`src/rtl/instr_sequencer.sv`:
```
// instr_sequencer
// Program sequencer in front of the RISC-V datapath. A small instruction
// store is filled through the load port. A run then issues words 0..n-1 to
// the datapath one at a time. Each word is held for HOLD_CYCLES clocks, and
// NOP_WORD is driven at all other times. A run ends when the word count is
// exhausted, when HALT_WORD is met, or on abort. HALT_WORD is never issued.
//
// Ports
//   clk_i           system clock, rising edge
//   reset_ni        asynchronous active-low reset
//   load_we_i       store write strobe (ignored while running)
//   load_addr_i     store write address
//   load_data_i     store write data
//   num_inst_i      words to run, sampled at start, clamped to DEPTH
//   start_i         begin a run (sampled only when not running)
//   abort_i         cancel an active run
//   instruction_o   word to the datapath
//   instr_valid_o   instruction_o carries a program word
//   issue_idx_o     store index currently issued
//   issued_count_o  program words issued in the current/last run
//   busy_o          run in progress
//   done_o          run finished (level)
//   halted_o        last run ended on HALT_WORD
//
// state  | meaning
// -------+-------------------------------------------------------------
// S_IDLE | no run active; after reset or abort
// S_RUN  | issuing words; the hold timer counts down per word
// S_DONE | run finished; final index/count are kept until the next start
module instr_sequencer #(
  parameter int          DEPTH       = 16,
  parameter int          ADDR_W      = 4,
  parameter int          HOLD_CYCLES = 1,
  parameter logic [31:0] NOP_WORD    = 32'h0000_0013,
  parameter logic [31:0] HALT_WORD   = 32'h0000_0073
) (
  input  logic              clk_i,
  input  logic              reset_ni,
  input  logic              load_we_i,
  input  logic [ADDR_W-1:0] load_addr_i,
  input  logic [31:0]       load_data_i,
  input  logic [ADDR_W:0]   num_inst_i,
  input  logic              start_i,
  input  logic              abort_i,
  output logic [31:0]       instruction_o,
  output logic              instr_valid_o,
  output logic [ADDR_W-1:0] issue_idx_o,
  output logic [ADDR_W:0]   issued_count_o,
  output logic              busy_o,
  output logic              done_o,
  output logic              halted_o
);

  localparam int HOLD_W = (HOLD_CYCLES > 1) ? $clog2(HOLD_CYCLES) : 1;
  localparam logic [HOLD_W-1:0] HOLD_RELOAD = HOLD_W'(HOLD_CYCLES - 1);
  localparam logic [HOLD_W-1:0] HOLD_ONE    = HOLD_W'(1);
  localparam logic [ADDR_W:0]   DEPTH_C     = (ADDR_W+1)'(DEPTH);
  localparam logic [ADDR_W:0]   ONE_C       = (ADDR_W+1)'(1);

  typedef enum logic [1:0] {
    S_IDLE = 2'd0,
    S_RUN  = 2'd1,
    S_DONE = 2'd2
  } state_e;

  state_e            state_q, state_d;
  logic [31:0]       instr_q, instr_d;
  logic              valid_q, valid_d;
  logic [ADDR_W-1:0] idx_q, idx_d;
  logic [ADDR_W:0]   cnt_q, cnt_d;
  logic              halted_q, halted_d;
  logic [HOLD_W-1:0] hold_q, hold_d;
  logic [ADDR_W:0]   n_q, n_d;

  logic [31:0]       mem_q [DEPTH];

  logic [ADDR_W:0]   n_start;
  logic [31:0]       word0;
  logic [ADDR_W:0]   k;
  logic [31:0]       word_k;

  // The store has no reset, so its contents survive a reset.
  always_ff @(posedge clk_i) begin
    if (load_we_i && (state_q != S_RUN)) begin
      mem_q[load_addr_i] <= load_data_i;
    end
  end

  assign n_start = (num_inst_i > DEPTH_C) ? DEPTH_C : num_inst_i;
  // A write to address 0 on the start edge is forwarded, so the first
  // issued word is the one being written on that edge.
  assign word0   = (load_we_i && (load_addr_i == '0)) ? load_data_i : mem_q[0];
  assign k       = {1'b0, idx_q} + ONE_C;
  assign word_k  = mem_q[k[ADDR_W-1:0]];

  always_ff @(posedge clk_i or negedge reset_ni) begin
    if (!reset_ni) begin
      state_q  <= S_IDLE;
      instr_q  <= NOP_WORD;
      valid_q  <= 1'b0;
      idx_q    <= '0;
      cnt_q    <= '0;
      halted_q <= 1'b0;
      hold_q   <= '0;
      n_q      <= '0;
    end else begin
      state_q  <= state_d;
      instr_q  <= instr_d;
      valid_q  <= valid_d;
      idx_q    <= idx_d;
      cnt_q    <= cnt_d;
      halted_q <= halted_d;
      hold_q   <= hold_d;
      n_q      <= n_d;
    end
  end

  always_comb begin
    state_d  = state_q;
    instr_d  = instr_q;
    valid_d  = valid_q;
    idx_d    = idx_q;
    cnt_d    = cnt_q;
    halted_d = halted_q;
    hold_d   = hold_q;
    n_d      = n_q;

    unique case (state_q)
      S_IDLE, S_DONE: begin
        if (start_i) begin
          idx_d    = '0;
          cnt_d    = '0;
          halted_d = 1'b0;
          instr_d  = NOP_WORD;
          valid_d  = 1'b0;
          n_d      = n_start;
          if (n_start == '0) begin
            state_d = S_DONE;
          end else if (word0 == HALT_WORD) begin
            state_d  = S_DONE;
            halted_d = 1'b1;
          end else begin
            state_d = S_RUN;
            instr_d = word0;
            valid_d = 1'b1;
            cnt_d   = ONE_C;
            hold_d  = HOLD_RELOAD;
          end
        end
      end

      S_RUN: begin
        // Abort wins over hold expiry.
        if (abort_i) begin
          state_d  = S_IDLE;
          instr_d  = NOP_WORD;
          valid_d  = 1'b0;
          halted_d = 1'b0;
        end else if (hold_q != '0) begin
          hold_d = hold_q - HOLD_ONE;
        end else if (k == n_q) begin
          state_d = S_DONE;
          instr_d = NOP_WORD;
          valid_d = 1'b0;
        end else if (word_k == HALT_WORD) begin
          state_d  = S_DONE;
          instr_d  = NOP_WORD;
          valid_d  = 1'b0;
          halted_d = 1'b1;
        end else begin
          instr_d = word_k;
          idx_d   = k[ADDR_W-1:0];
          cnt_d   = cnt_q + ONE_C;
          hold_d  = HOLD_RELOAD;
        end
      end

      default: begin
        state_d = S_IDLE;
        instr_d = NOP_WORD;
        valid_d = 1'b0;
      end
    endcase
  end

  assign instruction_o  = instr_q;
  assign instr_valid_o  = valid_q;
  assign issue_idx_o    = idx_q;
  assign issued_count_o = cnt_q;
  assign busy_o         = (state_q == S_RUN);
  assign done_o         = (state_q == S_DONE);
  assign halted_o       = halted_q;

endmodule

```
`config.mk`:
```
export PLATFORM = sky130hd
export DESIGN_NAME = instr_sequencer
export DESIGN_NICKNAME = d
export VERILOG_FILES = /design/src/rtl/instr_sequencer.sv
export SDC_FILE = /design/constraint.sdc
export NUM_CORES = 1
export LEC_CHECK = 0
export CORE_ASPECT_RATIO = 0.8
export CORE_MARGIN = 2
export CORE_UTILIZATION = 60
export DETAILED_ROUTE_END_ITERATION = 7
export GPL_TIMING_DRIVEN = 0
export HOLD_SLACK_MARGIN = 0.08
export PLACE_DENSITY = 0.79
export SKIP_CTS_REPAIR_TIMING = 1
export SLEW_MARGIN = 25
export SYNTH_ARGS = -nofsm -noshare
export SYNTH_HDL_FRONTEND = slang
export SYNTH_SLANG_ARGS = --single-unit
```
`constraint.sdc`:
```
create_clock -name clk_i -period 4.7 [get_ports clk_i]
set_clock_uncertainty 0.1 [all_clocks]
set_input_delay 1.175 -clock clk_i [delete_from_list [all_inputs] [get_ports clk_i]]
set_output_delay 1.175 -clock clk_i [all_outputs]
set_load 0.05 [all_outputs]
```
==> run_results.csv <==
group,metric,value,unit
cts,clk_path_buf_depth,3,
worst_setup_path,r2r_slack,80,ps
pwr,leakagePower,9.01,nW
worst_setup_path,end_kind,"flop",
synthesis,yosysSeqAreaShare,0.739,
synthesis,synth-main-ff-cell,"edfxtp_1",
placed_design,place.gp.congestion,0.928,
floorplanning,ios,91,
worst_setup_path,path_max_fanout,18,
pwr,powerDensity,566,nW/um^2
synthesis,netlist_area,22500,sq um
timing,whs,280,ps
worst_setup_path,r2r.worst_path.cells,15,
floorplanning,die-area,39100,sq um
worst_setup_path,slowest_delay,870,ps
cts,cts_tree,"built",
floorplanning,rows,63,
cts,cts-root-buf,"clkbuf_16",
floorplanning,die_w,220,microns
synthesis,synth_cells,1210,
worst_setup_path,worst_path_max_delay_cell,"clkdlybuf4s50_1",
timing,clock.fmax,211,MHz
drt,firstDrtPassIters,8,
finish,drive_above_1_share,0.235,
drt,drc,1,
worst_setup_path,reg2reg_to,"instruction_o[28]",
timing,max-slew-margin-rel,0.321,
synthesis,synth_edf_count,512,
status,failed_checks,"DRC, setup timing",
drt,drt.antenna.violating_nets,0,
worst_setup_path,crit_family,"buffers and inverters",
placed_design,dpl.hpwl,40.6,mm
timing,worstMarginPinSlew,1020,ps
pwr,ir_drop,512,uV
synthesis,ys_warn_count,0,
status,status,"complete, but fails checks",
cts,clk_latency,600,ps
floorplanning,coreArea,37000,sq um
timing,setup_viol,1,
placed_design,io_buffers,89,
cts,cts_sinks,562,
worst_setup_path,crit_buf_inv,3,
worst_setup_path,critPathKind,"in -> reg",
flow_run,drv_cap,0,
synthesis,synth_seq_cells,562,
floorplanning,start_util,0.608,
global_routing,grt_util_all_layers,0.324,
cts,cts.reportedPaths.clkPinSlew,70,ps
hold_path,hold_path.class,"in -> async",
synthesis,synth.distinct_cells,49,
finish,fin_util,0.723,
drt,dr.first_iter.drc_count,2258,
timing,final_hold_viol_count,0,
worst_setup_path,cp_data_required_time,5110,ps
finish,n_fill_cell,2100,
global_routing,grt_pass1_vias,13100,
finish,nets,1444,
global_routing,grt-ovfl-total,0,
cts,cts-htree-levels,2,
drt,wire_per_inst,32.2,microns
timing,fin_crit_sh,1.01,
worst_setup_path,arrival,5150,ps
drt,vias_per_cell,7.01,
worst_setup_path,start_kind,"input pin",
floorplanning,die_y,177,microns
cts,numCtsBuffers,51,
synthesis,syn-mean-instance-area,18.6,sq um
global_routing,antenna_found_initial,1,
finish,area_growth,18.9,%
drt,num_vias,13500,
worst_setup_path,r2r-start,"issue_idx_o[0]",
global_routing,grt_max_degree,47,
global_routing,grt_pass1_wl,88.3,mm
timing,period_needed,4740,ps
synthesis,async_reset_ff_frac,0.0890,
timing,setup_ws,-42.1,ps
synthesis,syn-num-nets,1258,
worst_setup_path,crit_chain,"clkdlybuf4s50_1 -> nand2_1 -> or4_1 -> nor4_1 -> a21oi_1 -> nor2b_1 -> nand2b_1 -> clkbuf_2 -> clkbuf_2 -> o21ai_0 -> o21ai_0",
timing,slew_violations,0,
drt,drt_wl_total,62.0,mm
## stage by stage
step	setup slack (ps)	area, sq um	power (mW)	std cells	TNS [ps]
finish	-42.1	26700	15.1	1927	-42.1
CTS	-918	26500	14.9	1925	-31970
floorplan	371	22500	9.13	1210	0
global route	-18.6	26700	15.5	1925	-116
detailed placement	-910	24900	10.8	1830	-29410
global placement	-2590	24000	10.7	1786	-732780
## cell usage after synthesis, types with 2 or more instances
library cell	number	area share
xor2_1	3	0.0012
dfrtp_1	47	0.052
mux4_2	122	0.12
nand2_1	126	0.021
a32oi_1	3	0.0012
nor4_1	15	0.0042
mux2_2	10	0.0050
xnor2_1	5	0.0019
nand3b_1	2	0.00067
a221o_1	26	0.012
o211ai_1	2	0.00067
a31oi_1	8	0.0022
and2_1	2	0.00056
nor4bb_1	2	0.00089
buf_1	16	0.0027
a21oi_1	7	0.0016
a31o_2	3	0.0012
nand3_1	46	0.010
nand2b_1	9	0.0025
clkbuf_1	23	0.0038
nand4_1	10	0.0028
inv_1	3	0.00050
nor3_1	31	0.0069
and3_1	7	0.0019
o21ai_0	23	0.0051
ha_1	2	0.0011
buf_2	21	0.0047
nor2_1	32	0.0053
or4_1	2	0.00067
dfstp_2	3	0.0035
nand4b_1	3	0.0012
mux2i_1	56	0.025
buf_6	5	0.0025
nor2b_1	7	0.0019
edfxtp_1	512	0.68
buf_4	3	0.0010
## layout by cell type, fill, tap and decap left out, drive strengths merged, types with 8 or more instances in the layout
master | Yosys | final
a221o | 26 | 26
a31oi | 8 | 8
buf | 45 | 79
clkbuf | 23 | 104
clkdlybuf4s50 | 0 | 81
clkinv | 0 | 18
dfrtp | 47 | 47
edfxtp | 512 | 512
mux2 | 10 | 10
mux2i | 56 | 56
mux4 | 122 | 122
nand2 | 126 | 126
nand2b | 9 | 9
nand3 | 46 | 46
nand4 | 10 | 10
nor2 | 32 | 32
nor3 | 31 | 31
nor4 | 15 | 15
o21ai | 23 | 23
## worst max-delay path by stage
stage / cells past startpoint / slack [ps] / endpoint / from
2_1_floorplan: 3 / 370 / mem_q[2][0] / load_we_i
3_3_place_gp: 4 / -2590 / mem_q[3][12] / load_we_i
3_5_place_dp: 11 / -910 / instruction_o[4] / load_data_i[15]
4_1_cts: 16 / -920 / instruction_o[28] / issue_idx_o[0]
5_1_grt: 15 / -20 / instruction_o[28] / issue_idx_o[1]
6_report: 11 / -40 / instruction_o[4] / load_data_i[1]
## kinds of logic (layout without fill, tap and decap cells)
kind of cell,Yosys count,count (layout),share of synthesized area
AOI/OAI and AO/OA,79,79,0.0263
xor gates and xnor gates,8,8,0.00312
adders and majority gates,2,2,0.00111
buffers and inverters,72,300,0.0154
DFF,562,562,0.739
muxes,188,188,0.152
other,0,2,0
and+or+nand+nor,299,299,0.0626
## cell type report
type	count	area [sq um]	share of cell area
buffer	66	414	0.0155
clock inverter	25	216	0.00809
multi-input combinational	576	5740	0.215
tap	487	609	0.0228
sequential	562	16600	0.622
inverter	4	15.0	0.000561
timing repair buffer	135	1690	0.0633
clock buffer	70	1420	0.0531
antenna	2	5.00	0.000187
## sequential cells by signal, indices dropped and copies added (netlist names)
register	count
instruction_o	32
mem_q	512
instr_valid_o	1
issued_count_o	5
state_q	2
n_q	5
halted_o	1
issue_idx_o	4
## layer usage
layer | up-vias | track usage | share of wire
met5 | - | 0 | 0.00023
li1 | 5286 | - | -
met2 | 1124 | 0.479 | 0.45
met3 | 213 | 0.102 | 0.14
met4 | 2 | 0.119 | 0.041
met1 | 6877 | 0.460 | 0.37
## where the power goes
| part | internal, mW | total [mW] | leakage (nW) | switching (mW) |
|---|---|---|---|---|
| Clock | 2.28 | 4.11 | 0.803 | 1.82 |
| Sequential | 5.75 | 5.96 | 5.25 | 0.216 |
| Combinational | 2.02 | 5.06 | 2.96 | 3.04 |
| Total | 10.1 | 15.1 | 9.01 | 5.08 |
## worst reg2reg max path, delay by kind of cell, from the launching register on
kind,cells,cell delay [ps]
AND/OR/NAND/NOR,6,1380
adder cells (fa/ha/maj),1,300
AO/OA/AOI/OAI,2,550
flip-flops,1,420
XOR/XNOR,1,350
buffers and inverters,5,1400
No activity file was read; power rests on OpenSTA's default activity.
